[config.mk]
export PLATFORM = sky130hd
export DESIGN_NAME = alu_sequencer_flat
export DESIGN_NICKNAME = d
export VERILOG_FILES = /design/src/rtl/alu_sequencer_if.sv /design/src/rtl/alu_sequencer.sv /design/src/flat_wrapper.sv
export SDC_FILE = /design/constraint.sdc
export NUM_CORES = 1
export LEC_CHECK = 0
export BUFFER_PORTS_ARGS = -buffer_cell sky130_fd_sc_hd__buf_2
export CELL_PAD_IN_SITES_DETAIL_PLACEMENT = 0
export CELL_PAD_IN_SITES_GLOBAL_PLACEMENT = 1
export CORE_MARGIN = 1
export CORE_UTILIZATION = 47
export DETAILED_ROUTE_END_ITERATION = 6
export GPL_TIMING_DRIVEN = 1
export HOLD_SLACK_MARGIN = 0.03
export PLACE_DENSITY = 0.78
export SKIP_LAST_GASP = 1
export SLEW_MARGIN = 15
export SYNTH_ARGS = -nofsm -noshare
export SYNTH_HDL_FRONTEND = slang
export SYNTH_SLANG_ARGS = --single-unit
[constraint.sdc]
create_clock -name clk -period 2.4 [get_ports clk]
set_input_delay 0.48 -clock clk [delete_from_list [all_inputs] [get_ports clk]]
set_output_delay 0.48 -clock clk [all_outputs]
set_load 0.01 [all_outputs]
[src/rtl/alu_sequencer_if.sv]
// rtl/alu_sequencer_if.sv - instruction channel between issuer and alu_sequencer
interface alu_sequencer_if;
  logic       instr_valid;
  logic       instr_ready;
  logic [1:0] opcode;
  logic [1:0] rd;
  logic [1:0] rs1;
  logic [1:0] rs2;
  logic [3:0] imm;

  modport master (
    output instr_valid, opcode, rd, rs1, rs2, imm,
    input  instr_ready
  );

  modport slave (
    input  instr_valid, opcode, rd, rs1, rs2, imm,
    output instr_ready
  );
endinterface

[src/rtl/alu_sequencer.sv]
// rtl/alu_sequencer.sv - four-state ADD/SUB/LDI/NOP sequencer over a 4x4-bit register file
module alu_sequencer #(
  parameter logic [3:0] REG_INIT = 4'h0
) (
  input  logic               clk,
  input  logic               rst,
  alu_sequencer_if.slave     instr,
  input  logic               clr_ovf,
  output logic               done,
  output logic [3:0]         result,
  output logic               overflow,
  output logic               ovf_sticky,
  output logic               busy
);

  typedef enum logic [1:0] {IDLE, READ, EXEC, WB} state_t;

  localparam logic [1:0] OP_ADD = 2'b00;
  localparam logic [1:0] OP_SUB = 2'b01;
  localparam logic [1:0] OP_LDI = 2'b10;
  localparam logic [1:0] OP_NOP = 2'b11;

  state_t     state;
  logic [1:0] op_q;
  logic [1:0] rd_q;
  logic [1:0] rs1_q;
  logic [1:0] rs2_q;
  logic [3:0] imm_q;
  logic [3:0] a_q;
  logic [3:0] b_q;
  logic [3:0] rf [4];

  logic [3:0] sum_add;
  logic [3:0] sum_sub;
  logic       ovf_add;
  logic       ovf_sub;

  assign sum_add = a_q + b_q;
  assign sum_sub = a_q + (~b_q + 4'd1);
  assign ovf_add = (a_q[3] == b_q[3]) && (sum_add[3] != a_q[3]);
  assign ovf_sub = (a_q[3] != b_q[3]) && (sum_sub[3] != a_q[3]);

  assign instr.instr_ready = (state == IDLE) && !rst;
  assign busy              = (state != IDLE);

  // result/overflow/done are registered on entry to WB so they are valid while done is high;
  // the register write and sticky flag land on the edge that leaves WB.
  always_ff @(posedge clk or posedge rst) begin
    if (rst) begin
      state      <= IDLE;
      op_q       <= OP_NOP;
      rd_q       <= 2'd0;
      rs1_q      <= 2'd0;
      rs2_q      <= 2'd0;
      imm_q      <= 4'h0;
      a_q        <= 4'h0;
      b_q        <= 4'h0;
      done       <= 1'b0;
      result     <= 4'h0;
      overflow   <= 1'b0;
      ovf_sticky <= 1'b0;
      for (int i = 0; i < 4; i++) rf[i] <= REG_INIT;
    end else begin
      done <= 1'b0;
      if (clr_ovf) ovf_sticky <= 1'b0;
      case (state)
        IDLE: begin
          if (instr.instr_valid) begin
            op_q  <= instr.opcode;
            rd_q  <= instr.rd;
            rs1_q <= instr.rs1;
            rs2_q <= instr.rs2;
            imm_q <= instr.imm;
            state <= READ;
          end
        end
        READ: begin
          a_q   <= rf[rs1_q];
          b_q   <= rf[rs2_q];
          state <= EXEC;
        end
        EXEC: begin
          case (op_q)
            OP_ADD: begin result <= sum_add; overflow <= ovf_add; end
            OP_SUB: begin result <= sum_sub; overflow <= ovf_sub; end
            OP_LDI: begin result <= imm_q;   overflow <= 1'b0;    end
            default: ;
          endcase
          done  <= 1'b1;
          state <= WB;
        end
        WB: begin
          if (op_q != OP_NOP) begin
            rf[rd_q] <= result;
            // set wins over a coincident clear
            if (overflow) ovf_sticky <= 1'b1;
          end
          state <= IDLE;
        end
        default: state <= IDLE;
      endcase
    end
  end

endmodule
[src/flat_wrapper.sv]
// flat-port wrapper written by rule: the top's interface ports become plain ports
module alu_sequencer_flat 
#(
  parameter logic [3:0] REG_INIT = 4'h0
)
  (clk, rst, clr_ovf, done, result, overflow, ovf_sticky, busy, instr_instr_valid, instr_opcode, instr_rd, instr_rs1, instr_rs2, instr_imm, instr_instr_ready);
  alu_sequencer_if instr_i ();
  input  logic clk;
  input  logic rst;
  input  logic clr_ovf;
  output logic done;
  output logic [3:0] result;
  output logic overflow;
  output logic ovf_sticky;
  output logic busy;
  input wire logic [$bits(instr_i.instr_valid)-1:0] instr_instr_valid;
  input wire logic [$bits(instr_i.opcode)-1:0] instr_opcode;
  input wire logic [$bits(instr_i.rd)-1:0] instr_rd;
  input wire logic [$bits(instr_i.rs1)-1:0] instr_rs1;
  input wire logic [$bits(instr_i.rs2)-1:0] instr_rs2;
  input wire logic [$bits(instr_i.imm)-1:0] instr_imm;
  output wire logic [$bits(instr_i.instr_ready)-1:0] instr_instr_ready;
  assign instr_i.instr_valid = instr_instr_valid;
  assign instr_i.opcode = instr_opcode;
  assign instr_i.rd = instr_rd;
  assign instr_i.rs1 = instr_rs1;
  assign instr_i.rs2 = instr_rs2;
  assign instr_i.imm = instr_imm;
  assign instr_instr_ready = instr_i.instr_ready;
  alu_sequencer #(.REG_INIT(REG_INIT)) u_core (.clk(clk), .rst(rst), .instr(instr_i), .clr_ovf(clr_ovf), .done(done), .result(result), .overflow(overflow), .ovf_sticky(ovf_sticky), .busy(busy));
endmodule
Yosys cells after proc, flatten, opt, wreduce, memory -nomap -nowiden
Index checks and enable logic that the tools add are counted.

Input port bits: 16. Bits in latches: 0. Register bits after elaboration: 45. Output and inout port bits: 9. Memory bits (writable): 0. Bits in read-only memories: 0. Memories: 0. Word-level logic and storage cells: 68.

Divide/modulo/power cells: 0. Mux-type cells: 18. $mul: 0. Reductions and logical operators: 12. Bitwise gates (word level): 4. Shift operators: 0. Magnitude comparators: 4. Add/sub/neg operators: 3. Eq/ne operators: 11.

Operators with widths (count): 4-bit 2-to-1 mux (5); 4-bit binary-select mux with 2-bit select (2); 16-bit bitwise mux (1); 4-bit case mux with 3 select lines (1); 3-bit >= comparator, second input constant (3); 2-bit NOT with 3-bit output (3); 4-bit adder (2); 4-bit demux with 2-bit select (1); 2-bit case mux with 4 select lines (1); 2-bit equality test, second input constant (3); 2-bit AND reduction (3); 1-bit 2-to-1 mux (5); 4-bit by 1-bit adder with 4-bit output, second input constant (1); 2-bit by 1-bit equality test with 1-bit output, second input constant (2); 1-bit logical AND (4); 2-bit logical NOT (2); 2-bit != test, second input constant (2); 4-bit NOT (1); 3-bit by 1-bit < comparator with 1-bit output, second input constant (1); 1-bit != test (3); 1-bit case mux with 3 select lines (1); 3-bit nonzero test (1); 2-bit 2-to-1 mux (1); 2-bit nonzero test (1); other kinds (2) (2).

Longest topological paths before layout
Gate-level depths: netlist of the first run.

Depth after elaboration: 6. Gate-level depth with buffers: 7. Depth with buffers taken out: 7.

Worst setup path after synthesis of the first run
Ideal clock, no wire load.

Kind: register to register. Start point: register u_core.op_q[0]. End point: register u_core.overflow. Period minus slack after synthesis: 1.727 ns. Stages on the path, launching flop included: 8. Arrival time: 1.632 ns. Required time: 2.305 ns. Buffers on the path: 1. Library setup time: 0.095 ns. Slack: 0.673 ns. Path through: dfstp_2 -> inv_1 -> ha_1 -> buf_2 -> nor2b_2 -> nand2b_1 -> o221a_1 -> o31ai_1.

Word-level cells in the longest chain between the ends: 3. Elaborated cells between the ends (all ways): 6. Those cells by class: eq/ne: 2; mux: 1; reduce/logical: 3.

RTL lines: start, declared (RTL line alu_sequencer.sv:24) `logic [1:0] op_q;`; start signal, assigned (RTL line alu_sequencer.sv:69) `op_q <= instr.opcode;`; 2-bit by 1-bit equality test with 1-bit output (tied with other cells) (RTL line alu_sequencer.sv:83) `case (op_q)`; 3-bit nonzero test (no line); 2-bit AND reduction (no line); end signal, assigned (RTL line alu_sequencer.sv:84) `OP_ADD: begin result <= sum_add; overflow <= ovf_add; end`; end signal, assigned (RTL line alu_sequencer.sv:85) `OP_SUB: begin result <= sum_sub; overflow <= ovf_sub; end`; end, declared (RTL line alu_sequencer.sv:11) `output logic overflow,`.

Parallel ways exist; a longest one is shown, timed or not. A chain may end at the register's enable or synchronous reset.

Final worst setup path of the first run
Start point: register u_core.b_q[1]. End point: register u_core.overflow.

Word-level cells in the longest chain between the ends: 6. Elaborated cells between the ends (all ways): 9. Those cells by class: add/sub: 3; eq/ne: 2; mux: 1; bitwise: 1; reduce/logical: 2.

RTL lines: start, declared (RTL line alu_sequencer.sv:30) `logic [3:0] b_q;`; start signal, assigned (RTL line alu_sequencer.sv:79) `b_q <= rf[rs2_q];`; 4-bit NOT (RTL line alu_sequencer.sv:39) `assign sum_sub = a_q + (~b_q + 4'd1);`; 4-bit by 1-bit adder with 4-bit output (RTL line alu_sequencer.sv:39); 4-bit adder (RTL line alu_sequencer.sv:39); 1-bit != test (RTL line alu_sequencer.sv:41) `assign ovf_sub = (a_q[3] != b_q[3]) && (sum_sub[3] != a_q[3]);`; 1-bit logical AND (RTL line alu_sequencer.sv:41); 1-bit case mux with 3 select lines * (RTL line alu_sequencer.sv:83).

Every way passes the cells marked *; elsewhere a longest branch is shown, timed or not.

==> impl_metrics.tcl, run 1 <==
set metrics [dict create \
    path_max_fanout 4 \
    ant_nets 0 \
    cts_root_buffer "clkbuf_8" \
    vias 1447 \
    grt_pass1_vias 1584 \
    finish.net_count 242 \
    hold_viol_final 0 \
    syn_nets 213 \
    r2r_start "u_core.b_q[1]" \
    start_util_pct 49.16 \
    cts_buffers 5 \
    rrSetupSlack_ns 0.47 \
    power_uw 3426 \
    rows 25 \
    instances_no_fill 278 \
    post_cts_buffers 0 \
    drv_slew 0 \
    maxCapViolations 0 \
    clkTransAtPathRegs_ns 0.08 \
    end_kind "flop" \
    gp_congestion 0.8127 \
    worst_clock_skew_ns 0.002399 \
    cp-start-kind "flop" \
    yosys_most_used_dff "dfrtp_1" \
    cts_hold_buf 0 \
    seq_power_share_pct 42.7 \
    syn_area_um2 2337 \
    power_density_nw_per_um2 1308 \
    p_sw_uw 1289 \
    yosysWarnings 0 \
    hp-class "in -> async" \
    power.share.clock_pct 13.0 \
    multi_input_area_um2 1135 \
    rsz0062_at_grt "false" \
    post_synth_mux_area_share_pct 23.77 \
    dieHeight_um 72.52 \
    p_leak_uw 0.001210 \
    diodes 0 \
    critPathKind "reg -> reg" \
    grt_start_max_net_pins 23 \
    layout_commonest_cell "dfrtp_1" \
    power_frac_comb_pct 44.3 \
    synth_xor_area_share_pct 0.3747 \
    drive_gt1_share_pct 36.02 \
    via_per_inst 5.205 \
    area_growth_syn_to_layout_pct 12.04 \
    power.internal_uw 2137 \
    routed_wl_mm 4.437 \
    fillCellCount 442 \
    htreeDepth 2 \
    rr_worst_depth 5 \
    port_buffers 24 \
    dp_slack_ns 0.5015 \
    die_width_um 72.52 \
    max_freq_ghz 0.5189 \
    final-setup-viol-count 0 \
    tightest_slew_ns 0.7622 \
    coreArea_um2 4755 \
    crit_chain "inv_1 > ha_1 > o311ai_1 > o221a_1 > o31ai_1" \
    grt_pass1_wl_mm 7.472 \
    fin_ws_ns 0.4727 \
    drc 0 \
    ios 25 \
    synth_cell_types 37 \
    dr.first_iter.drc_count 76 \
    required_ns 2.57 \
    ys_seq_elements 45 \
    synthAdderAreaFrac_pct 9.208 \
    grt_overflow 0 \
    crit_buf_inv 1 \
    slowest_stage "o311ai_1" \
    antenna_found_initial 0 \
    slew_headroom_pct 48.87 \
    synth_top_family_by_area "multiplexers" \
    placed_cells 270 \
    synth_cells 181 \
    cts_buffer_depth 2 \
    max_stage_delay_ns 0.59 \
    rr_endpoint "u_core.overflow" \
    async_flop_share_pct 100.0 \
    ir_drop_uv 687.8 \
    synth_edf_count 0 \
    critPathArrivalTime_ns 2.10 \
    dieArea_um2 5259 \
    cts_tree "yes" \
    synthSimpleGateAreaFrac_pct 8.137 \
    synth_area_per_cell_um2 12.91 \
    status "completed" \
    setup_tns_ns 0 \
    clk_latency_ns 0.29 \
    grt_usage_pct 19.68 \
    synth_compound_area_share_pct 7.066 \
    layout_common_cells "43 x dfrtp_1, 33 x mux2_2, 24 x buf_2" \
    cts_resized 0 \
    period_needed_ns 1.927 \
    post-route-period-util_pct 80.30 \
    seq_area_um2 1129 \
    dp_hpwl_mm 3.457 \
    drtPass1Iterations 4 \
    seq_area_frac_synth_pct 48.29 \
    avgRoutedWirePerCell_um 15.96 \
    cts_sinks 45 \
    crit_family "compound AO/OA/AOI/OAI gates" \
    p_sw_share_pct 37.61 \
]
[cells by family after synthesis]
kind of cell / after synthesis
flip-flops: 45
multiplexers: 41
AND/OR/NAND/NOR: 36
buffers and inverters: 19
XOR/XNOR: 1
AO/OA/AOI/OAI: 23
adder cells (fa/ha/maj): 16
[metrics by stage]
step,hold slack (ns),util [%],area [µm²]
global placement,0.4971,53.39,2539
CTS,0.2408,55.08,2619
global route,0.2845,55.08,2619
detailed placement,0.5028,53.39,2539
finish,0.2299,55.08,2619
floorplan,0.4794,-,2337
[per-layer routing]
metal	routed length (µm)	part of all wire [%]	GRT usage, %	vias up
met5	0	0	0	-
met4	130	2.9	10.89	0
met3	197	4.4	4.583	11
met2	2247	51	32.40	34
met1	1862	42	23.94	703
li1	-	-	-	699
[worst reg2reg max path: cells and delay by family (launching register included)]
| kind | cells | cell delay (ns) |
|---|---|---|
| AO/OA/AOI/OAI | 3 | 0.97 |
| adder cells (fa/ha/maj) | 1 | 0.28 |
| buffers and inverters | 1 | 0.17 |
| flip-flops | 1 | 0.38 |
[Yosys cell counts, drive strengths merged (2+ instances only)]
library cell	instances	area (µm²)
dfrtp	43	1076
mux2	33	371.6
inv	15	56.30
ha	14	175.2
nand2	11	41.29
mux4	8	183.9
o21ai	8	40.04
nor2	7	26.28
nand2b	4	25.02
nor2b	4	27.53
a21oi	3	15.01
buf	3	13.76
a21o	2	15.01
a221oi	2	17.52
and3b	2	17.52
dfstp	2	52.55
fa	2	40.04
nand3	2	10.01
nor3	2	10.01
[worst max-delay path by stage]
stage                    from         endpoint  cells past startpoint
2_1_floorplan  u_core.op_q[0]  u_core.overflow                      7
3_3_place_gp    u_core.b_q[1]  u_core.overflow                      5
3_5_place_dp    u_core.b_q[1]  u_core.overflow                      5
4_1_cts         u_core.b_q[1]  u_core.overflow                      5
5_1_grt         u_core.b_q[1]  u_core.overflow                      5
6_report        u_core.b_q[1]  u_core.overflow                      5
[power groups by stage]
stage	clock network [µW]	logic [µW]	registers, µW
6_report	444	1520	1460
5_1_grt	494	1700	1520
4_1_cts	462	1540	1470
3_5_place_dp	0	1540	1490
3_3_place_gp	0	1470	1440
2_1_floorplan	0	1210	1380
[final cells by class]
| cell class | instances | share of cell area [%] |
|---|---|---|
| Sequential cell | 45 | 43.10 |
| Timing Repair Buffer | 26 | 5.160 |
| Multi-Input combinational cell | 117 | 43.34 |
| Inverter | 15 | 2.150 |
| Tap cell | 67 | 3.201 |
| Clock buffer | 8 | 3.058 |
[flip-flops by register name, summed over array words and instances (netlist names)]
name,cells
u_core.done,1
u_core.op_q,2
u_core.ovf_sticky,1
u_core.b_q,4
u_core.rs2_q,2
u_core.a_q,4
u_core.state,2
u_core.overflow,1
u_core.rf,16
u_core.rd_q,2
u_core.rs1_q,2
u_core.result,4
u_core.imm_q,4
No activity file was read; power rests on OpenSTA's default activity.
==> run 2: changes to the inputs <==
Settings changed: CORE_UTILIZATION 47 to 43, PLACE_DENSITY 0.78 to 0.75.
Clock period 2.4 ns to 1.6 ns, I/O delays scaled along.
==> impl_metrics.tcl, run 2 (synthesized netlist as in run 1, its figures left out) <==
set metrics [dict create \
    status "finished with violations" \
    violations "negative setup slack" \
    antenna_found_initial 0 \
    p_leak_uw 0.001435 \
    period_needed_ns 1.675 \
    required_ns 1.79 \
    p_sw_uw 2288 \
    layout_commonest_cell "dfrtp_1" \
    cts_root_buffer "clkbuf_8" \
    p_sw_share_pct 35.14 \
    tightest_slew_ns 0.5295 \
    rr_endpoint "u_core.rf[13]" \
    fillCellCount 424 \
    hp-class "in -> reg" \
    grt.met1_usage_pct 23.63 \
    layout_common_cells "42 x dfrtp_1, 33 x mux2_2, 26 x buf_4" \
    drtPass1Iterations 4 \
    finish.net_count 271 \
    crit_end "u_core.rf[13]" \
    max_freq_ghz 0.5969 \
    dieHeight_um 75.73 \
    gp_congestion 0.8581 \
    post-route-period-util_pct 104.7 \
    clk_latency_ns 0.30 \
    postPlaceCellArea_um2 2759 \
    power.internal_uw 4222 \
    coreArea_um2 5172 \
    fin_area_um2 3075 \
    rr_worst_depth 7 \
    grt_pass1_vias 1624 \
    end_kind "flop" \
    final_util_pct 59.46 \
    slowest_stage "dfrtp_1" \
    dp_slack_ns -0.1490 \
    grt-busiest-layer "met2" \
    largest_reg_flops 16 \
    avgRoutedWirePerCell_um 15.65 \
    cts_buffers 5 \
    drc 0 \
    diodes 0 \
    start_util_pct 45.19 \
    drive_gt1_share_pct 55.42 \
    cpMostUsedCell "buf_4" \
    vias 1578 \
    grt_start_max_net_pins 34 \
    maxCapViolations 0 \
    htreeDepth 2 \
    cp-start-kind "flop" \
    grt_pass1_wl_mm 7.921 \
    cts_buffer_depth 2 \
    cts_tree "yes" \
    ir_drop_uv 738.7 \
    cp.depth 7 \
    area_growth_syn_to_layout_pct 31.58 \
    path_max_fanout 5 \
    crit_start "u_core.state[0]" \
    slew_headroom_pct 64.48 \
    via_per_inst 5.090 \
    critPathArrivalTime_ns 1.86 \
    power_frac_comb_pct 50.5 \
    crit_chain "buf_4 > ha_1 > nor2b_1 > buf_4 > nor3b_2 > buf_4 > mux2_2" \
    dp_hpwl_mm 3.594 \
    drv_slew 0 \
    ios 25 \
    seq_power_share_pct 33.9 \
    crit_family "buffers and inverters" \
    rows 26 \
    largest_register "u_core.rf" \
    clkTransAtPathRegs_ns 0.09 \
    rsz0062_at_grt "true" \
    worst_clock_skew_ns 0.008408 \
    rrSetupSlack_ns -0.08 \
    dieArea_um2 5734 \
    die_width_um 75.73 \
    max_stage_delay_ns 0.40 \
    routed_wl_mm 4.853 \
    hold_viol_final 0 \
    use_met3_pct 3.968 \
    power.share.clock_pct 15.6 \
    dr.first_iter.drc_count 68 \
    power_density_nw_per_um2 2117 \
    grt_usage_pct 19.48 \
    grt_overflow 0 \
    fin_ws_ns -0.07526 \
    use_met2_pct 34.62 \
    final-setup-viol-count 21 \
    ant_nets 0 \
    r2r_start "u_core.state[0]" \
    cts_sinks 45 \
    setup_tns_ns -0.5918 \
    critPathKind "reg -> reg" \
    port_buffers 24 \
    crit_buf_inv 3 \
]
==> run 2: cell types whose count changed in the layout (fill, tap and decap cells not counted), moves of 3 or more <==
cell and delta:
buf_4 +24, ha_4 +6, inv_1 -9, inv_2 +7, clkbuf_1 -3, ha_1 -6
==> run 2: power by group through the flow <==
stage | sequential [µW] | clock, µW | combinational (µW)
2_1_floorplan | 2070 | 0 | 1900
6_report | 2210 | 1020 | 3290
5_1_grt | 2300 | 1100 | 3590
3_3_place_gp | 2140 | 0 | 2720
4_1_cts | 2200 | 1040 | 3230
3_5_place_dp | 2190 | 0 | 2820
==> run 2: metal layers <==
metal	vias to the layer above	wire length (µm)
met5	-	0
li1	757	-
met1	786	2032
met3	9	130
met4	0	82
met2	26	2607
==> run 2: timing repair <==
| action | CTS | global route |
|---|---|---|
| setup buffers | 4 | 1 |
| hold endpoints to repair | 10 | 0 |
| pin swaps | 7 | 3 |
| endpoints found under the setup margin | 21 | 23 |
| hold buffers | 1 | 0 |
| gates resized for setup | 31 | 4 |
==> run 2: worst min path at each step <==
| stage | startpoint | end | slack, ns | depth (start not counted) |
|---|---|---|---|---|
| 2_1_floorplan | clr_ovf | u_core.ovf_sticky | 0.42 | 1 |
| 3_3_place_gp | rst | u_core.state[1] | 0.31 | 2 |
| 3_5_place_dp | rst | u_core.state[0] | 0.34 | 2 |
| 4_1_cts | clr_ovf | u_core.ovf_sticky | 0.18 | 2 |
| 5_1_grt | clr_ovf | u_core.ovf_sticky | 0.19 | 2 |
| 6_report | clr_ovf | u_core.ovf_sticky | 0.19 | 2 |
==> run 2: cell type report <==
type / count / area (µm²) / share of cell area, %
multi-input cells: 117 / 1275 / 41.46
flip-flops and latches: 45 / 1130 / 36.74
repair buffers: 55 / 387.9 / 12.61
well taps: 70 / 87.58 / 2.848
clock buffers: 5 / 68.82 / 2.238
clock inverters: 3 / 65.06 / 2.116
inverters: 15 / 61.31 / 1.993
==> run 2: stage by stage <==
step,total power (µW),hold slack (ns),std cells
floorplan,3972,0.4164,181
global route,6992,0.1875,310
CTS,6482,0.1786,309
finish,6510,0.1878,310
detailed placement,5013,0.3392,296
global placement,4869,0.3076,296
